`src/rtl/reaction_meter_pkg.sv`:
```
// Shared constants for the reaction meter: state encoding, LFSR seed/taps,
// default prescaler division and the LFSR step function.
package reaction_meter_pkg;

  typedef enum logic [1:0] {
    ST_IDLE  = 2'd0,
    ST_DELAY = 2'd1,
    ST_ARMED = 2'd2
  } state_e;

  localparam int unsigned DEF_TICK_DIV = 100_000;

  localparam logic [15:0] LFSR_SEED = 16'hACE1;
  // Taps 16,14,13,11 expressed as bit positions 15,13,12,10.
  localparam logic [15:0] LFSR_TAPS = 16'hB400;

  // One Fibonacci step: shift left, feed back the XOR of the tapped bits.
  // A non-zero state never maps to zero with these maximal-length taps.
  function automatic logic [15:0] lfsr_next(input logic [15:0] cur);
    return {cur[14:0], ^(cur & LFSR_TAPS)};
  endfunction

endpackage

```
`src/rtl/reaction_meter_ms_tick_gen.sv`:
```
// Millisecond prescaler: counts 0..TICK_DIV-1 and flags the last count.
// clr restarts the count so the first tick lands TICK_DIV cycles later.
module ms_tick_gen
  import reaction_meter_pkg::*;
#(
  parameter int unsigned TICK_DIV = DEF_TICK_DIV
) (
  input  logic ck,
  input  logic reset,
  input  logic clr,
  output logic tick
);

  localparam int unsigned CW = (TICK_DIV > 1) ? $clog2(TICK_DIV) : 1;
  localparam logic [CW-1:0] LAST = CW'(TICK_DIV - 1);

  logic [CW-1:0] cnt_q;
  logic [CW-1:0] cnt_d;

  assign tick = (cnt_q == LAST);

  // Next count: clear wins, otherwise wrap at the last value.
  always_comb begin
    cnt_d = cnt_q + CW'(1);
    if (clr || tick) begin
      cnt_d = '0;
    end
  end

  // Prescaler register.
  always_ff @(posedge ck or negedge reset) begin
    if (!reset) begin
      cnt_q <= '0;
    end else begin
      cnt_q <= cnt_d;
    end
  end

endmodule

```
`src/rtl/reaction_meter.sv`:
```
// Reaction meter: random pre-delay, stimulus LED, millisecond measurement
// of the response with false-start and timeout detection.
module reaction_meter
  import reaction_meter_pkg::*;
#(
  parameter int unsigned TICK_DIV     = DEF_TICK_DIV,
  parameter int unsigned MAX_MS       = 5000,
  parameter int unsigned MIN_DELAY_MS = 1000,
  parameter int unsigned DELAY_MASK   = 2047,
  parameter int unsigned RES_W        = 13
) (
  input  logic             ck,
  input  logic             reset,
  input  logic             start,
  input  logic             resp,
  output logic             led,
  output logic             busy,
  output logic [RES_W-1:0] result_ms,
  output logic             valid,
  output logic             timeout,
  output logic             early
);

  // MIN_DELAY_MS + DELAY_MASK and MAX_MS are assumed to fit in RES_W bits;
  // the target sum below is deliberately not wrapped or saturated.
  localparam logic [RES_W-1:0] MAX_V   = RES_W'(MAX_MS);
  localparam logic [RES_W-1:0] MAX_M1  = RES_W'(MAX_MS - 1);
  localparam logic [RES_W-1:0] MIN_V   = RES_W'(MIN_DELAY_MS);
  localparam logic [15:0]      MASK_V  = 16'(DELAY_MASK);

  state_e           state_q, state_d;
  logic [15:0]      lfsr_q;
  logic [RES_W-1:0] ms_cnt_q, ms_cnt_d;
  logic [RES_W-1:0] target_q, target_d;
  logic [RES_W-1:0] result_q, result_d;
  logic             led_q, led_d;
  logic             busy_q, busy_d;
  logic             valid_q, valid_d;
  logic             timeout_q, timeout_d;
  logic             early_q, early_d;
  logic             tick;
  logic             clr;

  // Restart the prescaler on every state change so each state gets full
  // millisecond periods from its entry edge.
  assign clr = (state_d != state_q);

  ms_tick_gen #(
    .TICK_DIV (TICK_DIV)
  ) u_tick (
    .ck    (ck),
    .reset (reset),
    .clr   (clr),
    .tick  (tick)
  );

  // Next-state, counter and output decode; resp takes priority over tick.
  always_comb begin
    state_d   = state_q;
    ms_cnt_d  = ms_cnt_q;
    target_d  = target_q;
    result_d  = result_q;
    valid_d   = 1'b0;
    timeout_d = 1'b0;
    early_d   = 1'b0;
    unique case (state_q)
      ST_IDLE: begin
        if (start) begin
          state_d  = ST_DELAY;
          target_d = MIN_V + RES_W'(lfsr_q & MASK_V);
          ms_cnt_d = '0;
        end
      end
      ST_DELAY: begin
        if (resp) begin
          state_d = ST_IDLE;
          early_d = 1'b1;
        end else if (tick) begin
          if (ms_cnt_q == target_q - RES_W'(1)) begin
            state_d  = ST_ARMED;
            ms_cnt_d = '0;
          end else begin
            ms_cnt_d = ms_cnt_q + RES_W'(1);
          end
        end
      end
      ST_ARMED: begin
        if (resp) begin
          state_d  = ST_IDLE;
          result_d = ms_cnt_q;
          valid_d  = 1'b1;
        end else if (tick) begin
          if (ms_cnt_q == MAX_M1) begin
            state_d   = ST_IDLE;
            result_d  = MAX_V;
            timeout_d = 1'b1;
          end else begin
            ms_cnt_d = ms_cnt_q + RES_W'(1);
          end
        end
      end
      default: begin
        state_d = ST_IDLE;
      end
    endcase
    led_d  = (state_d == ST_ARMED);
    busy_d = (state_d != ST_IDLE);
  end

  // State, counters, LFSR and registered outputs.
  always_ff @(posedge ck or negedge reset) begin
    if (!reset) begin
      state_q   <= ST_IDLE;
      lfsr_q    <= LFSR_SEED;
      ms_cnt_q  <= '0;
      target_q  <= '0;
      result_q  <= '0;
      led_q     <= 1'b0;
      busy_q    <= 1'b0;
      valid_q   <= 1'b0;
      timeout_q <= 1'b0;
      early_q   <= 1'b0;
    end else begin
      state_q   <= state_d;
      lfsr_q    <= lfsr_next(lfsr_q);
      ms_cnt_q  <= ms_cnt_d;
      target_q  <= target_d;
      result_q  <= result_d;
      led_q     <= led_d;
      busy_q    <= busy_d;
      valid_q   <= valid_d;
      timeout_q <= timeout_d;
      early_q   <= early_d;
    end
  end

  assign led       = led_q;
  assign busy      = busy_q;
  assign result_ms = result_q;
  assign valid     = valid_q;
  assign timeout   = timeout_q;
  assign early     = early_q;

endmodule

```
`config.mk`:
```
export PLATFORM = sky130hd
export DESIGN_NAME = reaction_meter
export DESIGN_NICKNAME = d
export VERILOG_FILES = /design/src/rtl/reaction_meter_pkg.sv /design/src/rtl/reaction_meter_ms_tick_gen.sv /design/src/rtl/reaction_meter.sv
export SDC_FILE = /design/constraint.sdc
export NUM_CORES = 1
export LEC_CHECK = 0
export CAP_MARGIN = 10
export CORE_ASPECT_RATIO = 0.5
export CORE_UTILIZATION = 60
export DETAILED_ROUTE_END_ITERATION = 8
export PLACE_DENSITY = 0.8
export SLEW_MARGIN = 20
export SYNTH_ARGS = -nofsm -noshare
export SYNTH_HDL_FRONTEND = slang
export SYNTH_SLANG_ARGS = --single-unit
```
`constraint.sdc`:
```
create_clock -name ck -period 4.2 [get_ports ck]
set_input_delay 0.63 -clock ck [delete_from_list [all_inputs] [get_ports ck]]
set_output_delay 0.63 -clock ck [all_outputs]
set_load 0.01 [all_outputs]
```
==> results list <==
* Run status: finished clean
- The synthesized netlist occupies a cell area of 3980 um^2.
* Leak pwr: 1.92 nW
- Crit-path cells: nor4_1, nand2_1, o311ai_0, a22oi_1, a41oi_1, buf_4, a41oi_1, a31oi_1
- Number of buffers added by the clock tree synthesis step: 9
* Post-layout nets: 430
* Mean instance size in the synthesized netlist: 9.83 um^2
- The detail route stage leaves a number of antenna-violating nets equal to 0.
- Number of antenna repair diodes: 0
* Top cell type by total area after synthesis: dfrtp_1
- After Yosys synthesis, and, or, nand and nor cells account for 22.4% of the synthesized area.
- Parity-gate share of the synthesized area counting xor and xnor cells: 8.14%
- Unique cell type count in the Yosys netlist: 57
- Gate family responsible for the most delay along the worst path: compound AO/OA/AOI/OAI gates
- After routing the design area is 4490 um^2.
- Drt first pass iters: 5
- Setup repair after global routing left no endpoint under its margin.
* Max-cap violation count: 0
* Number of setup violations in the final report: 0
- Die area: 6990 um^2
- GR Util All Layers: 25.8%
* Largest incremental delay on the critical path: 0.81 ns
- Sequential share of the synthesized area: 49.3%
- The clock reaches the later pin of the worst-skew pair after 0.34 ns.
- Power density relative to cell area: 450 nW/um^2
- The number of buffers and inverters on the critical path is 1.
- Across all layers, the routed design uses 3060 vias.
- From synthesis to final layout, the design area changed by 12.6%.
- Count of pins over their slew limit: 0
- Flip-flop and latch count after synthesis: 78
* Number of instances in the synthesized netlist: 405
- Width of the die: 117 um
- The number of setup buffers added after CTS is 0.
- Via/cell ratio: 6.00
- Number of warnings reported in the yosys synthesis log: 0
- Critical Path Slowest Stage Cell: nor4_1
* Fraction of layout cells with a size suffix above 1: 9.72%
- For the worst setup path, the data required time is 4.46 ns.
* Number of filler cells placed in the layout: 427
- Total Wirelength: 8050 um
- Static timing analysis puts the maximum clock frequency at 311 MHz.
* Count of flip-flops with a built-in enable after synthesis: 0
- Number of I/O pins: 22
- Leading cell type in the layout, fill and taps excluded: dfrtp_1
- Slew at the pin closest to its max-slew limit: 0.947 ns
- Primary flip-flop cell chosen by synthesis mapping: dfrtp_1
- Overall overflow remaining after global route: 0
- Most repeated library cell on the critical path: a41oi_1
* Number of gates given a new drive strength after cts: 0
- In the routed design, unresolved DRC markers number 0.
* Mux share of post-synthesis cell area: 1.41%
- Worst setup skew after layout: 0.00529 ns
* Startpoint class of the critical path: register
- Global-route wire length before repair: 13300 um
- The number of failing hold endpoints at the final stage was 0.
- Worst path arrival time: 3.47 ns
- The via count of the first global-routing pass was 2850.
- Height of the die: 59.6 um
- Once detailed placement completed, the half-perimeter wirelength came to 5440 um.
- After layout, the minimum clock period comes to 3.22 ns.
* Number of antenna violations at the first check in global routing: 0
* H-tree depth: 3
* Count of hold-fix buffers inserted at cts: 0
- After detailed routing, the average wire length per cell comes to 15.8 um.
- The number of nets in the synthesized netlist is 418.
- Summing the areas of all fa, ha and maj instances in the mapped netlist gives 2.83% of the synthesized area.
* Post-synth ARST share: 100%
* Commonest non-fill, non-tap cells in the layout: 70 x dfrtp_1, 43 x nand2_1, 26 x nor3_1, 26 x nor2_1, 25 x xnor2_1
- Post-route setup TNS: 0 ns
- The path class of the tightest hold or removal check is register to register.
- Type of the worst setup path: register to register
- Core area: 6230 um^2
- Clock Tree Buf Depth: 2
* Final worst-path cycle share: 76.6%
* Count of clock tree sinks: 78
- CTS root buffer: clkbuf_16
* Cell Rows: 20
- Instance area after placement: 4210 um^2
* Largest voltage drop on the vdd net: 0.295 mV
- In this run the tightest slew margin relative to its limit is 36.9%.
* Top area cells in the synthesized netlist: dfrtp_1 44%, xnor2_1 5.5%, dfstp_2 5.3%
- Drt first-iter violations: 209
- STA classifies the critical path endpoint as a register.
- For this configuration, the core starts out at a cell density of 63.9%.
* Share of the synthesized area in compound gates (AO/OA/AOI/OAI): 12.0%
- Summed over its instances, the top area cell type makes up 44.0% of the synthesized netlist area.
* Buffers added on ports: 21
- Pin count of the biggest net entering global routing: 79
* Combinational family with the most area after synthesis: simple AND/OR/NAND/NOR gates
- Routability-driven placement finished with a final weighted congestion of 0.866.
- TritonCTS built the clock tree.
* Highest fanout seen on the critical path: 22
* CTS clk-pin slew, worst paths: 0.06 ns
==> metrics by stage <==
step	total power [mW]	cells	utilization, %	hold slack (ns)	setup slack (ns)
after floorplan	1.21	405	-	0.333	1.27
after global placement	1.28	494	67.6	0.342	1.28
after detailed placement	1.31	494	67.6	0.349	1.10
after CTS	2.02	510	72.0	0.369	1.11
after global routing	2.12	510	72.0	0.388	0.837
final	2.02	510	72.0	0.366	0.982
==> area by class of cell <==
type | count | area, um^2 | area share (%)
well taps | 88 | 110 | 2.45
flip-flops and latches | 78 | 1960 | 43.7
clock buffers | 11 | 243 | 5.41
inverters | 14 | 52.6 | 1.17
repair buffers | 23 | 223 | 4.97
multi-input cells | 291 | 1860 | 41.5
clock inverters | 5 | 33.8 | 0.753
==> registers in the layout, summed over array words and instances (netlist names) <==
name	flops
busy	1
early	1
led	1
lfsr_q	16
ms_cnt_q	13
result_ms	13
state_q	2
target_q	12
timeout	1
u_tick.cnt_q	17
valid	1
==> worst paths after layout <==
| path | startpoint | to | slack (ns) | cells past startpoint |
|---|---|---|---|---|
| min | lfsr_q[14] | lfsr_q[15] | 0.37 | 0 |
| min reg2reg | lfsr_q[14] | lfsr_q[15] | 0.37 | 0 |
| max in group asynchronous | reset | lfsr_q[8] | 3.16 | 1 |
| min in group asynchronous | reset | result_ms[8] | 0.44 | 1 |
| max reg2reg | target_q[2] | ms_cnt_q[9] | 0.98 | 8 |
| max | target_q[2] | ms_cnt_q[9] | 0.98 | 8 |
==> synthesized netlist by cell type (2+ instances only) <==
cell and instances:
nor2_1 26, buf_4 2, nand2b_1 5, nand2_1 43
buf_6 2, nand4_1 2, inv_1 14, xor2_1 12
o21ai_0 19, a211oi_1 3, or4_1 3, and4_1 2
dfrtp_1 70, or2_2 2, a41oi_1 5, nor4b_1 3
nor3b_1 2, nand3_1 24, nor3_1 26, clkbuf_1 16
nor4_1 4, a31oi_1 12, and2_1 2, xnor2_1 25
a21o_1 3, and4b_1 3, a22oi_1 3, dfstp_2 8
nor2b_1 5, and3_1 7, ha_1 9, nand4b_1 2
mux2_2 5, a21oi_1 13
==> routing by layer <==
layer	GRT usage, %	up-vias	part of all wire, %
met1	34.8	1508	48
met3	9.20	9	5.2
met4	6.33	0	1.1
met2	40.2	81	46
met5	0	-	0
li1	-	1462	-
==> cells by family after synthesis <==
family,after synthesis
AOI/OAI and AO/OA,72
buffers and inverters,36
and+or+nand+nor,168
xor gates and xnor gates,37
DFF,78
adders and majority gates,9
muxes,5
==> worst reg2reg max path, cell delays in order, from the launching register on <==
cell and delay [ns]:
dfrtp_1 0.44, nor4_1 0.81, nand2_1 0.18, o311ai_0 0.70, a22oi_1 0.15, a41oi_1 0.26, buf_4 0.27, a41oi_1 0.14
a31oi_1 0.19
==> where the power goes <==
| group | internal (mW) | switching [mW] |
|---|---|---|
| Sequential | 0.812 | 0.0834 |
| Combinational | 0.153 | 0.251 |
| Clock | 0.416 | 0.304 |
| Total | 1.38 | 0.638 |
Power figures use the tool's default switching activity.
